## src/rtl/sprite_pkg.sv

```systemverilog
// sprite_pkg: shared geometry, pose and arbiter-state types for the sprite
// fetch path.
//   SPR_W / SPR_H  sprite size in pixels (SPR_W is a power of two)
//   PIX_W          palette index width
//   pose_t         pose ROM bank select
//   arb_state_t    ownership state of the fetch arbiter
package sprite_pkg;

    localparam int SPR_W    = 32;
    localparam int SPR_H    = 48;
    localparam int PIX_W    = 4;
    localparam int SPR_W_LG = $clog2(SPR_W);

    typedef enum logic [1:0] {
        POSE_STAND    = 2'd0,
        POSE_CROUCH   = 2'd1,
        POSE_LOWBLOCK = 2'd2,
        POSE_PUNCH    = 2'd3
    } pose_t;

    typedef enum logic [1:0] {
        IDLE = 2'd0,
        OWN0 = 2'd1,
        OWN1 = 2'd2
    } arb_state_t;

endpackage

```

## src/rtl/sprite_addr_gen.sv

```systemverilog
// sprite_addr_gen: combinational pixel-to-ROM address mapping.
//   x, y     in-sprite coordinates (may lie outside the sprite)
//   flip     horizontal mirror
//   addr     y*SPR_W + x', with x' mirrored when flip is set
//   clipped  coordinate lies outside the sprite; addr is then meaningless
module sprite_addr_gen
    import sprite_pkg::*;
(
    input  logic [5:0]  x,
    input  logic [5:0]  y,
    input  logic        flip,
    output logic [10:0] addr,
    output logic        clipped
);

    logic [5:0] x_m;

    always_comb begin
        // Mirroring only has to be right for in-range x; out-of-range x is clipped.
        x_m     = flip ? (6'(SPR_W - 1) - x) : x;
        clipped = (x >= 6'(SPR_W)) || (y >= 6'(SPR_H));
        addr    = ({5'b0, y} << SPR_W_LG) + {5'b0, x_m};
    end

endmodule

```

## src/rtl/sprite_fetch_arbiter.sv

```systemverilog
// sprite_fetch_arbiter: shares one synchronous-read pose ROM bank between the
// two fighter pixel pipelines, one pixel per cycle, fixed 3-cycle latency.
//   Clk, Reset        clock, synchronous active-high reset
//   req, lock         per-requester request / burst-ownership request
//   pose_k, px_x_k,   per-requester pose, in-sprite coordinates, mirror
//   px_y_k, flip
//   gnt               combinational one-hot grant (req&gnt = accepted)
//   rom_rd/pose/addr  registered ROM read strobe, bank select, address
//   rom_data          ROM output, valid the cycle after rom_rd
//   rsp_valid/pix     registered one-hot response strobe and palette index
module sprite_fetch_arbiter
    import sprite_pkg::*;
#(
    parameter int MAX_BURST = 32
) (
    input  logic             Clk,
    input  logic             Reset,
    input  logic [1:0]       req,
    input  logic [1:0]       lock,
    input  pose_t            pose_0,
    input  pose_t            pose_1,
    input  logic [5:0]       px_x_0,
    input  logic [5:0]       px_x_1,
    input  logic [5:0]       px_y_0,
    input  logic [5:0]       px_y_1,
    input  logic [1:0]       flip,
    output logic [1:0]       gnt,
    output logic             rom_rd,
    output pose_t            rom_pose,
    output logic [10:0]      rom_addr,
    input  logic [PIX_W-1:0] rom_data,
    output logic [1:0]       rsp_valid,
    output logic [PIX_W-1:0] rsp_pix
);

    localparam int CNT_W = $clog2(MAX_BURST + 1);
    localparam logic [CNT_W-1:0] BURST_MAX = CNT_W'(MAX_BURST);

    arb_state_t       state, state_nxt;
    logic             rr_last, rr_last_nxt;
    logic [CNT_W-1:0] burst_cnt, burst_cnt_nxt;
    logic             own, force_exit;

    logic             acc_p0, clip_p0;
    logic [5:0]       x_p0, y_p0;
    logic             flip_p0;
    pose_t            pose_p0;
    logic [10:0]      addr_p0;

    logic             vld_p1, id_p1, clip_p1;
    logic             vld_p2, id_p2, clip_p2;

    always_comb begin
        gnt           = 2'b00;
        state_nxt     = state;
        rr_last_nxt   = rr_last;
        burst_cnt_nxt = burst_cnt;
        own           = (state == OWN1);
        force_exit    = 1'b0;
        case (state)
            IDLE: begin
                // rr_last=1 means requester 0 wins a tie.
                if (req[0] && (!req[1] || rr_last))
                    gnt = 2'b01;
                else if (req[1])
                    gnt = 2'b10;
                if (gnt != 2'b00) begin
                    rr_last_nxt = gnt[1];
                    if ((lock & gnt) != 2'b00) begin
                        state_nxt     = gnt[1] ? OWN1 : OWN0;
                        burst_cnt_nxt = CNT_W'(1);
                    end
                end
            end
            OWN0, OWN1: begin
                // A full burst yields to a waiting partner: this cycle is a
                // bubble and the partner wins the next IDLE tie.
                force_exit = (burst_cnt == BURST_MAX) && req[~own];
                if (req[own] && !force_exit) begin
                    gnt[own]    = 1'b1;
                    rr_last_nxt = own;
                    if (burst_cnt != BURST_MAX)
                        burst_cnt_nxt = burst_cnt + 1'b1;
                end
                if (!req[own] || !lock[own] || force_exit) begin
                    state_nxt   = IDLE;
                    rr_last_nxt = own;
                end
            end
            default: state_nxt = IDLE;
        endcase
    end

    // Stage p0: grant mux and address generation.
    always_comb begin
        acc_p0  = (gnt != 2'b00);
        x_p0    = gnt[1] ? px_x_1 : px_x_0;
        y_p0    = gnt[1] ? px_y_1 : px_y_0;
        flip_p0 = gnt[1] ? flip[1] : flip[0];
        pose_p0 = gnt[1] ? pose_1 : pose_0;
    end

    sprite_addr_gen u_addr_gen (
        .x       (x_p0),
        .y       (y_p0),
        .flip    (flip_p0),
        .addr    (addr_p0),
        .clipped (clip_p0)
    );

    always_ff @(posedge Clk) begin
        if (Reset) begin
            state     <= IDLE;
            rr_last   <= 1'b1;
            burst_cnt <= '0;
            vld_p1    <= 1'b0;
            vld_p2    <= 1'b0;
            rom_rd    <= 1'b0;
            rom_pose  <= POSE_STAND;
            rom_addr  <= '0;
            rsp_valid <= 2'b00;
            rsp_pix   <= '0;
        end else begin
            state     <= state_nxt;
            rr_last   <= rr_last_nxt;
            burst_cnt <= burst_cnt_nxt;
            // Stage p1: ROM request registered.
            vld_p1    <= acc_p0;
            rom_rd    <= acc_p0 && !clip_p0;
            if (acc_p0) begin
                rom_pose <= pose_p0;
                rom_addr <= addr_p0;
            end
            // Stage p2: ROM data valid.
            vld_p2    <= vld_p1;
            // Stage p3: response registered.
            rsp_valid <= vld_p2 ? (id_p2 ? 2'b10 : 2'b01) : 2'b00;
            rsp_pix   <= (vld_p2 && !clip_p2) ? rom_data : '0;
        end
    end

    always_ff @(posedge Clk) begin
        id_p1   <= gnt[1];
        clip_p1 <= clip_p0;
        id_p2   <= id_p1;
        clip_p2 <= clip_p1;
    end

endmodule

```

## config.mk

```make
export PLATFORM = sky130hd
export DESIGN_NAME = sprite_fetch_arbiter
export DESIGN_NICKNAME = d
export VERILOG_FILES = /design/src/rtl/sprite_pkg.sv /design/src/rtl/sprite_addr_gen.sv /design/src/rtl/sprite_fetch_arbiter.sv
export SDC_FILE = /design/constraint.sdc
export NUM_CORES = 1
export LEC_CHECK = 0
export BUFFER_PORTS_ARGS = -buffer_cell sky130_fd_sc_hd__buf_2
export CORE_UTILIZATION = 51
export DETAILED_ROUTE_END_ITERATION = 10
export PLACE_DENSITY = 0.8
export SYNTH_ARGS = -nofsm -noshare
export SYNTH_HDL_FRONTEND = slang
export SYNTH_SLANG_ARGS = --single-unit
```

## constraint.sdc

```tcl
create_clock -name Clk -period 3.9 [get_ports Clk]
set_clock_uncertainty 0.05 [all_clocks]
set_input_delay 0.195 -clock Clk [delete_from_list [all_inputs] [get_ports Clk]]
set_output_delay 0.195 -clock Clk [all_outputs]
set_load 0.05 [all_outputs]
```

# Word level (Yosys, flattened, before mapping)
# Cells that the tools add are included.
# totals
output_inout_bits	22
regBits	35
wordCells	96
# op_classes
mux	33
bitwise_logic	4
n_addsub	3
order_cmp	5
eq_ne	10
reduce_logical	27
# ops
operator	count
2-to-1 mux 6 bit	7
2-to-1 mux 2 bit	10
>= comparator 6 bit, second input constant	2
case mux 6 bit (2 select lines)	1
adder 11 x 6 -> 11 bit	1
2-to-1 mux 1 bit	11
inequality test 2 bit, second input constant	5
case mux 2 bit (2 select lines)	2
nonzero test 2 bit	4
adder 6 x 1 -> 6 bit, second input constant	1
== test 6 bit, second input constant	1
logical AND 1 bit	6
zero test 1 bit	6
inequality test 6 bit, second input constant	1
AND reduction 3 bit	2
OR reduction 2 bit	3
subtractor 5 x 6 -> 6 bit, first input constant	1
AND reduction 5 bit	1
logical OR 1 bit	4
< comparator 1 x 2 -> 1 bit, second input constant	2
inequality test 3 bit, second input constant	1
NOT 1 bit	3
bitwise AND 2 bit	1
== test 2 x 1 -> 1 bit, second input constant	1
other kinds (5)	5

# Logic depth before layout (Yosys ltp)
# depth
word_depth	14
mapped_depth	15

# Modules after synthesis
# A second synthesis with hierarchy kept.
# unflattened
cells_unflattened	206
area_unflattened_um2	1825.5
# modules_own_cells
mod	cells_each	n_inst	area_each_um2	seq_area_each_um2
sprite_fetch_arbiter	189	1	1686.6	700.7
sprite_addr_gen	17	1	138.9	0.0

# Least setup slack after synthesis
# No wires, ideal clock.
# synth_timing
path_type	reg2reg
from	reg state[1]
to	reg rom_addr[10]
arrival_time_ns	2.818
slack_ns	0.941
stages_incl_launch_ff	16
cell_sequence	dfxtp_1 > inv_1 > ha_1 > nand4b_1 > a31oi_4 > nor2_4 > inv_2 > buf_2 > nand2_1 > nand2_1 > ha_1 > and3_1 > nand3_1 > xnor2_1 > nor2_1 > a311oi_1
# synth_between
elab_chain_len	12
# synth_rtl
element	line_no	text
start: declaration	sprite_fetch_arbiter.sv:39	arb_state_t state, state_nxt;
start signal: assignment	sprite_fetch_arbiter.sv:124	state <= state_nxt;
parallel branches: the longest is 7 deep, another holds < comparator 1 x 2 -> 1 bit	n/a	
case mux 2 bit (2 select lines) *	sprite_fetch_arbiter.sv:60	case (state)
via gnt[1]	sprite_fetch_arbiter.sv:27	output logic [1:0] gnt,
2-to-1 mux 6 bit	sprite_fetch_arbiter.sv:97	x_p0 = gnt[1] ? px_x_1 : px_x_0;
subtractor 5 x 6 -> 6 bit	sprite_addr_gen.sv:20	x_m = flip ? (6'(SPR_W - 1) - x) : x;
2-to-1 mux 6 bit	sprite_addr_gen.sv:20	
adder 11 x 6 -> 11 bit	sprite_addr_gen.sv:22	addr = ({5'b0, y} << SPR_W_LG) + {5'b0, x_m};
end signal: assignment	sprite_fetch_arbiter.sv:132	rom_addr <= addr_p0;
end: declaration	sprite_fetch_arbiter.sv:30	output logic [10:0] rom_addr,
# Mark *: on every way through the listed nets, which the timed path passes. The select of a mux whose other input is x is not followed.
# A chain may end at the register's enable or synchronous reset.

# Final worst setup path
# layout_timing
from	reg state[1]
to	reg rom_addr[10]
# layout_between
elab_chain_len	12
# layout_rtl
element	line_no
parallel branches: the longest is 7 deep, another holds < comparator 1 x 2 -> 1 bit	n/a
case mux 2 bit (2 select lines) *	sprite_fetch_arbiter.sv:60
2-to-1 mux 6 bit	sprite_fetch_arbiter.sv:97
subtractor 5 x 6 -> 6 bit	sprite_addr_gen.sv:20
2-to-1 mux 6 bit	sprite_addr_gen.sv:20
adder 11 x 6 -> 11 bit	sprite_addr_gen.sv:22
# Every way passes the cells marked *. The select of a mux whose other input is x is not followed.

==> metrics <==
post-CTS setup buffers=0; Clk Tree Root Cell=clkbuf_8; R2R Path Start=state[1]; Internal Power=0.7212 mW; DR iter-0 viols=73; CTS Hold Bufs=0; CP Cell Sequence=inv_1 > ha_1 > nand4b_1 > a31oi_4 > nor2_4 > inv_2 > nand2_1 > nand2_1 > ha_1 > and3_1 > nand3_1 > xnor2_1 > nor2_1 > a311oi_1; Bufs and invs on worst path=2; Sw Share=0.3807; Ant. Diodes=0; Top delay family on crit path=simple AND/OR/NAND/NOR gates; first-pass GRT wire length=7293 um; H-tree depth=2; fin nets=337; Horiz. Die Dim=64.28 um; post-layout util=0.6476; starting density of the core=0.5363; multiplexer share of the synthesized area=0.02593; IO buf count=61; Multi-input gate area=1165 sq um; Largest stage delay, worst path=510 ps; CP Capture Type=register; Synth cell types=50; Power Density=487.5 nW/um^2; Mapped Nets=283; post-synth top area share=0.3542; Final Power=1.164 mW; Synth area leaders=dfxtp_1, a21oi_1, xnor2_1; main combinational cell family by area after synthesis=simple AND/OR/NAND/NOR gates; Synth Area in Compound Gates=0.2290; Pre-antenna DRT Iters=4; Placer Congestion=0.7945; worst skew pair latency=290 ps; CTS tree=done; post-synthesis sequential area ratio=0.3542; Post-synth EDFFs=0; CP Launch Type=register; R2R setup slack=430 ps; mapped cell area=1978 sq um; top_reg_cell synth=dfxtp_1; Rel. slew slack=0.6494; CP max-delay cell=ha_1; top cells by count, synth=dfxtp_1, nand2_1, a21oi_1, nor2_1, nand3_1; Mapped Cells=237; placed instance area=2276 sq um; largest net degree at the start of global routing=29; total negative slack=0 ps; post-CTS sizing=0; Fillers=322; Non-Filler Cell Area, Final=2389 sq um; CP Data Required Time=4050 ps; GRT overflow=0; DRC viols=0; area grow syn2layout=20.75%; Final Cycle Share=0.8888; Peak VDD IR=0.0003139 V; WHS=59.87 ps; Vias/cell=5.529; WS Path Type=reg2reg; CP Max Fanout=22; Synth Area in Adders=0.03795; Seq. cell area=700.7 sq um; core region area=3689 sq um; antenna-violating nets left=0; final setup fails=0; Reg clk slew, reported paths=70 ps; #FFs+latches synth=35; I/O pin count=62; share of cells above drive strength 1=0.2774; maxcap violations=0; asr flop ratio synth=0; Final Hold Violating Endpoints=0; Lkg Pwr=1.059 nW; all-layer global routing usage=0.2269; wirelength, routed=4367 um; dominant cell type by area after synthesis=dfxtp_1; RSZ-0062 raised after global routing=false; CP arrival=3620 ps; worst-margin pin slew=525.9 ps; via count=1,880; clock sink count=35; status=complete, no violations; Switch Pwr=0.4433 mW; Post-Synth Simple-Gate Area=0.2340; Sequential Power Share=0.363; Final min period=3466 ps; CP startpoint=state[1]; number of CTS-inserted buffers=5; Comb pwr share=0.357; syn_area_per_cell=8.347 sq um; vias in the first global route=1,670; Final Max Slew Viols=0; Clock Tree Buf Depth=2; worst min path class=in2reg; drt wl/cell=12.84 um; xor/xnor share of the synthesized area=0.06199; Die Area=4132 sq um; most frequent cell after synthesis=dfxtp_1; DIE HEIGHT=64.28 um; Ys Warns=0; max frequency=0.2885 GHz; Detailed Place HPWL=3198 um; clock power share=0.279; row count=22; hold path start=rom_data[0]; initial antenna violation count=0
area by class of cell:
class / instances / share of cell area
Clock buffer: 5 / 0.02881
Multi-Input combinational cell: 176 / 0.4877
Inverter: 12 / 0.01886
Clock inverter: 3 / 0.01833
Tap cell: 48 / 0.02514
Sequential cell: 35 / 0.2933
Timing Repair Buffer: 61 / 0.1278
power by group through the flow:
stage / clock network (mW) / registers, mW / logic [mW]
after detailed placement: 0 / 0.430 / 0.414
final: 0.325 / 0.423 / 0.416
after floorplan: 0 / 0.519 / 0.237
after global routing: 0.347 / 0.427 / 0.453
after CTS: 0.333 / 0.422 / 0.416
after global placement: 0 / 0.430 / 0.409
flip-flops by register name (all words and copies together), names as in the netlist, 2 cells and up:
register	cells
rom_addr	11
rsp_valid	2
state	2
rsp_pix	4
burst_cnt	6
rom_pose	2
cell usage in the layout (no fill, tap or decap), types with 2 or more instances in the layout:
| master | instances |
|---|---|
| a211oi_1 | 3 |
| a21o_1 | 2 |
| a21oi_1 | 22 |
| a221oi_1 | 2 |
| a22o_1 | 3 |
| a311oi_1 | 5 |
| a31oi_1 | 3 |
| and2_1 | 5 |
| and3_1 | 2 |
| buf_2 | 61 |
| clkbuf_8 | 5 |
| dfxtp_1 | 35 |
| ha_1 | 6 |
| inv_1 | 10 |
| inv_2 | 2 |
| mux2i_1 | 4 |
| nand2_1 | 24 |
| nand2b_1 | 5 |
| nand3_1 | 14 |
| nand4_1 | 2 |
| nand4b_1 | 2 |
| nor2_1 | 18 |
| nor2b_1 | 3 |
| nor3_1 | 8 |
| o21ai_0 | 4 |
| o22ai_1 | 5 |
| xnor2_1 | 12 |
| xor2_1 | 2 |
metal layers:
layer  share of wire  vias to the layer above  GRT usage
li1                -                      946          -
met2            0.47                       61     0.3816
met4           0.017                        0     0.1056
met5               0                        -          0
met3           0.062                        8    0.05357
met1            0.45                      865     0.2702
metrics by stage:
step / std cells / worst slack (ps)
finish: 340 / 433.8
global route: 340 / 116.7
CTS: 340 / 457.9
detailed placement: 332 / 481.4
global placement: 332 / 652.1
floorplan: 237 / 941.0
worst paths after layout:
| path | endpoint | depth (start not counted) |
|---|---|---|
| min reg2reg | clip_p2 | 0 |
| min | rsp_pix[0] | 2 |
| max reg2reg | rom_addr[10] | 14 |
| max | rom_addr[10] | 14 |
logic make-up after synthesis:
logic type | count (synthesis)
AO/OA/AOI/OAI | 62
XOR/XNOR | 14
adder cells (fa/ha/maj) | 6
buffers and inverters | 26
flip-flops | 35
multiplexers | 5
AND/OR/NAND/NOR | 89
(Power assumes the default switching activity.)
